## config.mk

```make
export PLATFORM = sky130hd
export DESIGN_NAME = multicycle_sequencer
export DESIGN_NICKNAME = d
export VERILOG_FILES = /design/src/rtl/multicycle_sequencer.sv
export SDC_FILE = /design/constraint.sdc
export NUM_CORES = 1
export LEC_CHECK = 0
export CAP_MARGIN = 10
export CORE_MARGIN = 5
export CORE_UTILIZATION = 43
export DETAILED_ROUTE_END_ITERATION = 10
export GPL_TIMING_DRIVEN = 0
export PLACE_DENSITY_LB_ADDON = 0.12
export SLEW_MARGIN = 10
export SYNTH_ARGS = -nofsm -noshare
export SYNTH_HDL_FRONTEND = slang
export SYNTH_SLANG_ARGS = --single-unit
```

## constraint.sdc

```tcl
create_clock -name i_clock -period 1.8 [get_ports i_clock]
set_clock_uncertainty 0.05 [all_clocks]
set_input_delay 0.18 -clock i_clock [delete_from_list [all_inputs] [get_ports i_clock]]
set_output_delay 0.18 -clock i_clock [all_outputs]
set_load 0.01 [all_outputs]
```

## src/rtl/multicycle_sequencer.sv

```systemverilog
// Multi-cycle instruction sequencer for the RV32I core.
// Walks one instruction at a time through FETCH/DECODE/EXEC/(MEM)/WB,
// handshakes with instruction and data memory, gates decoder enables,
// halts on illegal opcodes or memory timeouts, and counts retirements.
//
// state  | meaning
// -------+---------------------------------------------------------
// IDLE   | waiting for i_start
// FETCH  | instruction fetch, waits for i_imem_ready (bounded)
// DECODE | opcode legality check
// EXEC   | ALU cycle; loads/stores go on to MEM
// MEM    | data access, waits for i_dmem_ready (bounded)
// WB     | register write-back, PC update, retire
// HALT   | illegal opcode or memory timeout; left only through reset
module multicycle_sequencer #(
   parameter int CNT_BITS    = 32,
   parameter int MEM_TIMEOUT = 15
) (
   input  logic                i_clock,
   input  logic                i_reset,
   input  logic                i_start,
   input  logic [6:0]          i_opcode,
   input  logic                i_dec_wEn,
   input  logic                i_dec_mem_wEn,
   input  logic                i_imem_ready,
   input  logic                i_dmem_ready,
   output logic                o_imem_req,
   output logic                o_ir_load,
   output logic                o_dmem_req,
   output logic                o_dmem_we,
   output logic                o_rf_wEn,
   output logic                o_pc_en,
   output logic [2:0]          o_state,
   output logic                o_halted,
   output logic                o_timeout_err,
   output logic [CNT_BITS-1:0] o_instret
);

   localparam int WAIT_BITS = ($clog2(MEM_TIMEOUT + 1) > 4) ? $clog2(MEM_TIMEOUT + 1) : 4;
   localparam logic [WAIT_BITS-1:0] WAIT_LAST = WAIT_BITS'(MEM_TIMEOUT - 1);

   typedef enum logic [2:0] {
      S_IDLE   = 3'd0,
      S_FETCH  = 3'd1,
      S_DECODE = 3'd2,
      S_EXEC   = 3'd3,
      S_MEM    = 3'd4,
      S_WB     = 3'd5,
      S_HALT   = 3'd6
   } state_t;

   state_t                r_state;
   state_t                w_next;
   logic [WAIT_BITS-1:0]  r_wait_cnt;
   logic                  r_timeout_err;
   logic [CNT_BITS-1:0]   r_instret;
   logic                  w_legal;
   logic                  w_is_mem;
   logic                  w_waiting;
   logic                  w_ready;
   logic                  w_timeout;

   // Opcode classification: legal RV32I major opcodes and load/store detection.
   always_comb begin
      w_legal = 1'b0;
      case (i_opcode)
         7'b0110011, 7'b0010011, 7'b0100011, 7'b0000011, 7'b1100011,
         7'b1100111, 7'b1101111, 7'b0010111, 7'b0110111: w_legal = 1'b1;
         default:                                        w_legal = 1'b0;
      endcase
      w_is_mem = (i_opcode == 7'b0000011) || (i_opcode == 7'b0100011);
   end

   // Memory wait tracking; a ready on the final allowed cycle still completes the access.
   assign w_waiting = (r_state == S_FETCH) || (r_state == S_MEM);
   assign w_ready   = (r_state == S_FETCH) ? i_imem_ready : i_dmem_ready;
   assign w_timeout = w_waiting && !w_ready && (r_wait_cnt == WAIT_LAST);

   // State register.
   always_ff @(posedge i_clock or posedge i_reset) begin
      if (i_reset) r_state <= S_IDLE;
      else         r_state <= w_next;
   end

   // Next-state and output decode from the registered state.
   always_comb begin
      w_next     = r_state;
      o_imem_req = 1'b0;
      o_ir_load  = 1'b0;
      o_dmem_req = 1'b0;
      o_dmem_we  = 1'b0;
      o_rf_wEn   = 1'b0;
      o_pc_en    = 1'b0;
      case (r_state)
         S_IDLE: begin
            if (i_start) w_next = S_FETCH;
         end
         S_FETCH: begin
            o_imem_req = 1'b1;
            if (i_imem_ready) begin
               o_ir_load = 1'b1;
               w_next    = S_DECODE;
            end else if (w_timeout) begin
               w_next = S_HALT;
            end
         end
         S_DECODE: w_next = w_legal ? S_EXEC : S_HALT;
         S_EXEC:   w_next = w_is_mem ? S_MEM : S_WB;
         S_MEM: begin
            o_dmem_req = 1'b1;
            o_dmem_we  = i_dec_mem_wEn;
            if (i_dmem_ready)   w_next = S_WB;
            else if (w_timeout) w_next = S_HALT;
         end
         S_WB: begin
            o_rf_wEn = i_dec_wEn;
            o_pc_en  = 1'b1;
            w_next   = S_FETCH;
         end
         S_HALT:   w_next = S_HALT;
         default:  w_next = S_HALT;
      endcase
   end

   // Wait counter: held at zero outside the request states, so it is clear on entry.
   always_ff @(posedge i_clock or posedge i_reset) begin
      if (i_reset)         r_wait_cnt <= '0;
      else if (!w_waiting) r_wait_cnt <= '0;
      else if (!w_ready)   r_wait_cnt <= r_wait_cnt + 1'b1;
   end

   // Sticky timeout flag, cleared only by reset.
   always_ff @(posedge i_clock or posedge i_reset) begin
      if (i_reset)        r_timeout_err <= 1'b0;
      else if (w_timeout) r_timeout_err <= 1'b1;
   end

   // Retired-instruction counter; wraps silently.
   always_ff @(posedge i_clock or posedge i_reset) begin
      if (i_reset)              r_instret <= '0;
      else if (r_state == S_WB) r_instret <= r_instret + 1'b1;
   end

   assign o_state       = r_state;
   assign o_halted      = (r_state == S_HALT);
   assign o_timeout_err = r_timeout_err;
   assign o_instret     = r_instret;

endmodule
```

==> flow_summary.ini, run 1 <==
[worst_setup_path]
crit_slowest_cell = dfrtp_1
cp-start-kind = flop
endpoint_kind = flop
path_cells = buf_6, or3b_4, a21o_4, or3_4, o32ai_4
arrival_ps = 2040
startpoint = o_state[2]
worst-r2r-setup-slack_ps = -90
r2r_start = o_state[2]
slowest_delay_ps = 420
crit_type = flop to flop
r2r-end = o_state[2]
cp.required_ps = 1950
path_buf_inv = 1
cp_max_fo = 4
reg2reg_depth = 5
critical-path-top-delay-family = simple AND/OR/NAND/NOR gates

[timing]
worstMarginPinSlew_ps = 516
maxSlewHeadroom_pct = 65.3
final-setup-viol-count = 11
whs_ps = 88.6
fin_ws_ps = -94.8
fin_crit_sh_pct = 105
min_period_ps = 1890
drv_slew = 0
hold_viol_final = 0
max_freq_ghz = 0.528
rsz0062_at_grt = yes

[power_and_ir_drop]
power_leakage_nw = 1.28
power_density_nw_per_um2 = 615
total_power_w = 0.00182
ir_drop_mv = 0.382

[synth]
syn_area_per_cell_um2 = 10.5
synth_seq_cells = 40
seq_area_frac_synth_pct = 49.9
synth_cell_types = 36
synth_top_area_cell = dfrtp_1
netlist.area_leader.share_pct = 49.9
netlist_instances = 192
syn-num-nets = 209
synthTopCellsByArea = dfrtp_1 (50%), xnor2_1 (13%), nand3_1 (3.7%)
syn_area_um2 = 2010
synth_warnings = 0

[clock_tree]
cts_buffer_depth = 2
cts.sinks = 40
cts_buffers = 5
clk-insertion-delay-late_ps = 290
cts_tree = built
path_clk_slew_ps = 70
htreeDepth = 2
cts_root_buffer = clkbuf_8

[layout]
n_antenna_cell = 0
final_nets = 286
fin_cells = 322
seq_area_um2 = 1000
drive_gt1_share_pct = 17.8
fill_cells = 371
multi_input_area_um2 = 1010
area_delta_synth_final_pct = 47.4
postLayoutCellArea_um2 = 2960
utilization_pct = 66.6

[global_route]
grt_pass1_wl_um = 8020
grt_max_degree = 31
grt_usage_pct = 16.2
grt_antenna_before_repair = 0
grt_overflow = 0
grt_pass1_vias = 1696

[run]
maxCapViolations = 0

[die]
start_util_pct = 45.2
core-area_um2 = 4440
die_area_um2 = 6130
fp.dieH_um = 78.3
fp-row-count = 24
ios = 57
die_w_um = 78.3

[run_status]
violations = setup timing
outcome = finished, violations left

[placement]
routabilityCongestion = 0.764
dp_hpwl_um = 3340
placed_cell_area_um2 = 2650
dp_cells = 301
portBuffers = 56

[hold_path]
hold_class = input pin to async pin

[detailed_routing]
drtIter0Drc = 110
drtAntennaViolNets = 0
drt-total-wl_um = 4820
routedWlPerCell_um = 15.0
post-route-drc-count = 0
vias_per_cell = 5.22
dr.pass1.iters = 4
via_count = 1681
## synth_stat cells, drive strengths merged
library cell / instances
o21ai: 2
inv: 8
buf: 5
mux2: 1
a21o: 1
nand2b: 3
or3: 2
nand2: 14
nor4: 5
o32ai: 3
ha: 3
and4bb: 1
xor2: 5
o31a: 2
and4: 3
a21oi: 4
dfrtp: 40
or3b: 1
clkbuf: 3
a211oi: 2
nor2: 12
nor3: 1
a31o: 1
xnor2: 29
nand4bb: 1
and2: 5
nand4b: 2
nor2b: 1
or2: 1
nand3: 15
and3: 5
nand4: 11
## sequential cells by signal (all words and copies together) (netlist names)
signal and flops:
o_timeout_err 1, o_state 3, r_wait_cnt 4, o_instret 32
## cell usage in the layout, fill, tap and decap left out, drive strengths merged
cell / netlist / layout
nor2: 12 / 12
nand2b: 3 / 3
and4bb: 1 / 1
nand2: 14 / 14
dlygate4sd2: 0 / 5
a21o: 1 / 1
nor3: 1 / 1
a31o: 1 / 1
ha: 3 / 3
and3: 5 / 5
bufinv: 0 / 1
clkbuf: 3 / 8
or3: 2 / 2
buf: 5 / 21
nand3: 15 / 15
nand4b: 2 / 2
inv: 8 / 8
nand4: 11 / 11
xor2: 5 / 5
clkinv: 0 / 1
a21oi: 4 / 4
a211oi: 2 / 2
nor4: 5 / 5
clkdlybuf4s15: 0 / 1
or3b: 1 / 1
mux2: 1 / 1
o31a: 2 / 2
o21ai: 2 / 2
nor2b: 1 / 1
or2: 1 / 1
nand4bb: 1 / 1
clkdlybuf4s50: 0 / 49
o32ai: 3 / 3
dfrtp: 40 / 40
and2: 5 / 5
xnor2: 29 / 29
and4: 3 / 3
## cells by family after synthesis
family | count (synthesis) | share of synthesized area (%)
adder cells (fa/ha/maj) | 3 | 1.87
XOR/XNOR | 34 | 14.8
flip-flops | 40 | 49.9
AND/OR/NAND/NOR | 83 | 23.6
multiplexers | 1 | 0.561
AO/OA/AOI/OAI | 15 | 5.61
buffers and inverters | 16 | 3.62
## worst register-to-register path, stage by stage, from the launching register on
cell and delay (ps):
dfrtp_1 420, buf_6 130, or3b_4 400, a21o_4 240
or3_4 350, o32ai_4 210
## power breakdown
group          internal (W)  leakage [nW]  total (W)  switching, W
clock network      0.000411        0.0552   0.000720      0.000309
logic             0.0000915         0.683   0.000168     0.0000761
registers          0.000914         0.543   0.000933     0.0000194
total               0.00142          1.28    0.00182      0.000404
## what timing repair did
item / 4_1_cts / 5_1_grt
endpoints found under the setup margin: 31 / 31
gates cloned: 1 / 0
buffers inserted: 11 / 3
hold buffers: 0 / 0
gates resized for setup: 28 / 7
pin swaps: 8 / 4
## per-layer routing
layer	GRT usage, %	wire length [µm]	up-vias
met4	5.94	80	0
met5	0	0	-
met3	3.55	197	8
li1	-	-	821
met1	20.9	2230	803
met2	26.9	2320	49
## worst max path at each step
stage	to	slack [ps]	cells after the start
final	o_state[2]	-90	5
after global routing	o_state[2]	-160	5
after CTS	o_state[2]	-80	5
after detailed placement	o_instret[30]	-270	6
after global placement	o_instret[26]	-280	6
after floorplan	o_state[2]	-40	5
## area by class of cell
class | instances | share of cell area [%]
clock buffer | 6 | 2.45
inverter | 8 | 1.01
tap | 52 | 2.20
sequential | 40 | 33.8
buffer | 6 | 1.99
multi-input combinational | 136 | 34.2
timing repair buffer | 72 | 23.2
clock inverter | 2 | 1.18
## stage by stage
stage / setup TNS, ps / setup slack (ps)
5_1_grt: -2460 / -156
3_5_place_dp: -4160 / -265
6_report: -433 / -94.8
4_1_cts: -312 / -75.8
2_1_floorplan: -68.4 / -35.7
3_3_place_gp: -12200 / -282
Note: power is estimated with default switching activity, not from simulation.
==> inputs of run 2 (changes only) <==
--- a/config.mk
+++ b/config.mk
@@ -7,7 +7,8 @@
 export LEC_CHECK = 0
 export CAP_MARGIN = 10
 export CORE_MARGIN = 5
-export CORE_UTILIZATION = 43
+export CORE_UTILIZATION = 44
+export CTS_BUF_LIST = sky130_fd_sc_hd__clkbuf_8
 export DETAILED_ROUTE_END_ITERATION = 10
 export GPL_TIMING_DRIVEN = 0
 export PLACE_DENSITY_LB_ADDON = 0.12
==> run 2 against run 1 <==
The run still ends with setup timing left. Setup slack improved by 31 ps. Final cell count decreased by 0.62%. Combinational power about the same. Non-clock buffer count decreased by 1. Critical endpoint is now o_state[0]. Largest cell class unchanged. Largest power group unchanged.
==> flow_summary.ini, run 2 (same netlist as run 1, synthesis figures left out) <==
[detailed_routing]
post-route-drc-count = 0
drt-total-wl_um = 4650
routedWlPerCell_um = 14.5
via_count = 1665
vias_per_cell = 5.20
drtIter0Drc = 107
dr.pass1.iters = 4
drtAntennaViolNets = 0

[global_route]
grt_antenna_before_repair = 0
grt_max_degree = 32
grt_usage_pct = 16.1
grt_pass1_vias = 1725
grt_overflow = 0
grt_pass1_wl_um = 8010

[worst_setup_path]
critical-path-top-delay-family = compound AO/OA/AOI/OAI gates
cp_common_cell = o31a_1
slowest_delay_ps = 420
crit_slowest_cell = dfrtp_1
path_buf_inv = 1
cp-start-kind = flop
cp_max_fo = 5
crit_type = flop to flop
endpoint_kind = flop
path_cells = buf_6, or3b_4, a21o_4, o31a_1, o31a_1
cp.required_ps = 1920
arrival_ps = 1980

[clock_tree]
htreeDepth = 2
cts_buffers = 5
path_clk_slew_ps = 70
cts_root_buffer = clkbuf_8
clk-insertion-delay-late_ps = 280
cts.sinks = 40
cts_tree = built
cts_buffer_depth = 2

[placement]
portBuffers = 56
dp_hpwl_um = 3290
routabilityCongestion = 0.779
dp_cells = 301

[layout]
fin_cells = 320
final_nets = 285
largest_register_ffs = 32
drive_gt1_share_pct = 19.8
area_delta_synth_final_pct = 46.4
layout_commonest_cell = clkdlybuf4s50_1
layout_common_cells = clkdlybuf4s50_1 (49), dfrtp_1 (39), xnor2_1 (29)
n_antenna_cell = 0

[timing]
hold_viol_final = 0
min_period_ps = 1860
final-setup-viol-count = 2
drv_slew = 0
maxSlewHeadroom_pct = 78.0
fin_crit_sh_pct = 104
whs_ps = 76.4
rsz0062_at_grt = yes
worstMarginPinSlew_ps = 327
max_freq_ghz = 0.537
fin_ws_ps = -63.8

[die]
ios = 57
fp-row-count = 24
die_w_um = 77.5
fp.dieH_um = 77.5
die_area_um2 = 6010
start_util_pct = 45.8
core-area_um2 = 4380

[power_and_ir_drop]
ir_drop_mv = 0.406
total_power_w = 0.00172
power_density_nw_per_um2 = 587
power_leakage_nw = 1.27

[run_status]
violations = setup timing
outcome = finished, violations left

[run]
maxCapViolations = 0

[hold_path]
hold_class = input pin to async pin
==> run 2: worst register-to-register path: cells and delay by family, from the launching register on <==
| family | cells | cell delay, ps |
|---|---|---|
| simple gates | 1 | 400 |
| compound gates | 3 | 750 |
| buf+inv | 1 | 130 |
| flops | 1 | 420 |
==> run 2: metrics by stage <==
stage | instance area (µm²) | TNS, ps | utilization [%] | worst slack (ps)
after global placement | 2630 | -12930 | 60.0 | -278
after floorplan | 2010 | -68.4 | - | -35.7
after CTS | 2900 | -222 | 66.2 | -51.4
final | 2940 | -127 | 67.0 | -63.8
after global routing | 2940 | -652 | 67.0 | -109
after detailed placement | 2650 | -5150 | 60.5 | -312
==> run 2: power breakdown <==
part | internal, W | total (W) | switching (W) | leakage, nW
Clock | 0.000341 | 0.000623 | 0.000282 | 0.0503
Combinational | 0.0000912 | 0.000167 | 0.0000753 | 0.680
Sequential | 0.000915 | 0.000935 | 0.0000201 | 0.542
Total | 0.00135 | 0.00172 | 0.000377 | 1.27
==> run 2: final cells by class <==
cell class | count | area (µm²)
clock buffer | 7 | 96.3
sequential | 40 | 1000
inverter | 8 | 30.0
tap | 52 | 65.1
fill | 365 | 1450
timing repair buffer | 72 | 688
multi-input combinational | 136 | 1010
buffer | 5 | 41.3
==> run 2: metal layers <==
layer / track usage (%) / wire length (µm)
met5: 0 / 0
met2: 24.8 / 2170
met3: 4.63 / 249
met4: 4.47 / 35
met1: 22.2 / 2190
==> run 2: final timing paths <==
path                            slack, ps          start            end  depth (start not counted)
max in group asynchronous            1190        i_reset     o_state[1]                          3
worst min-delay path                   80        i_reset   o_instret[7]                          2
worst min register to register        420  o_instret[31]  o_instret[31]                          1
worst max register to register        -60     o_state[2]     o_state[0]                          5
worst max-delay path                  -60     o_state[2]     o_state[0]                          5
min in group i_clock                  420  o_instret[31]  o_instret[31]                          1
==> run 2: repair_timing <==
item,4_1_cts,5_1_grt
resized for setup,26,11
pin swaps,8,7
setup buffers,11,3
cloned,1,0
hold buffers,0,0
setup endpoints to repair,32,29
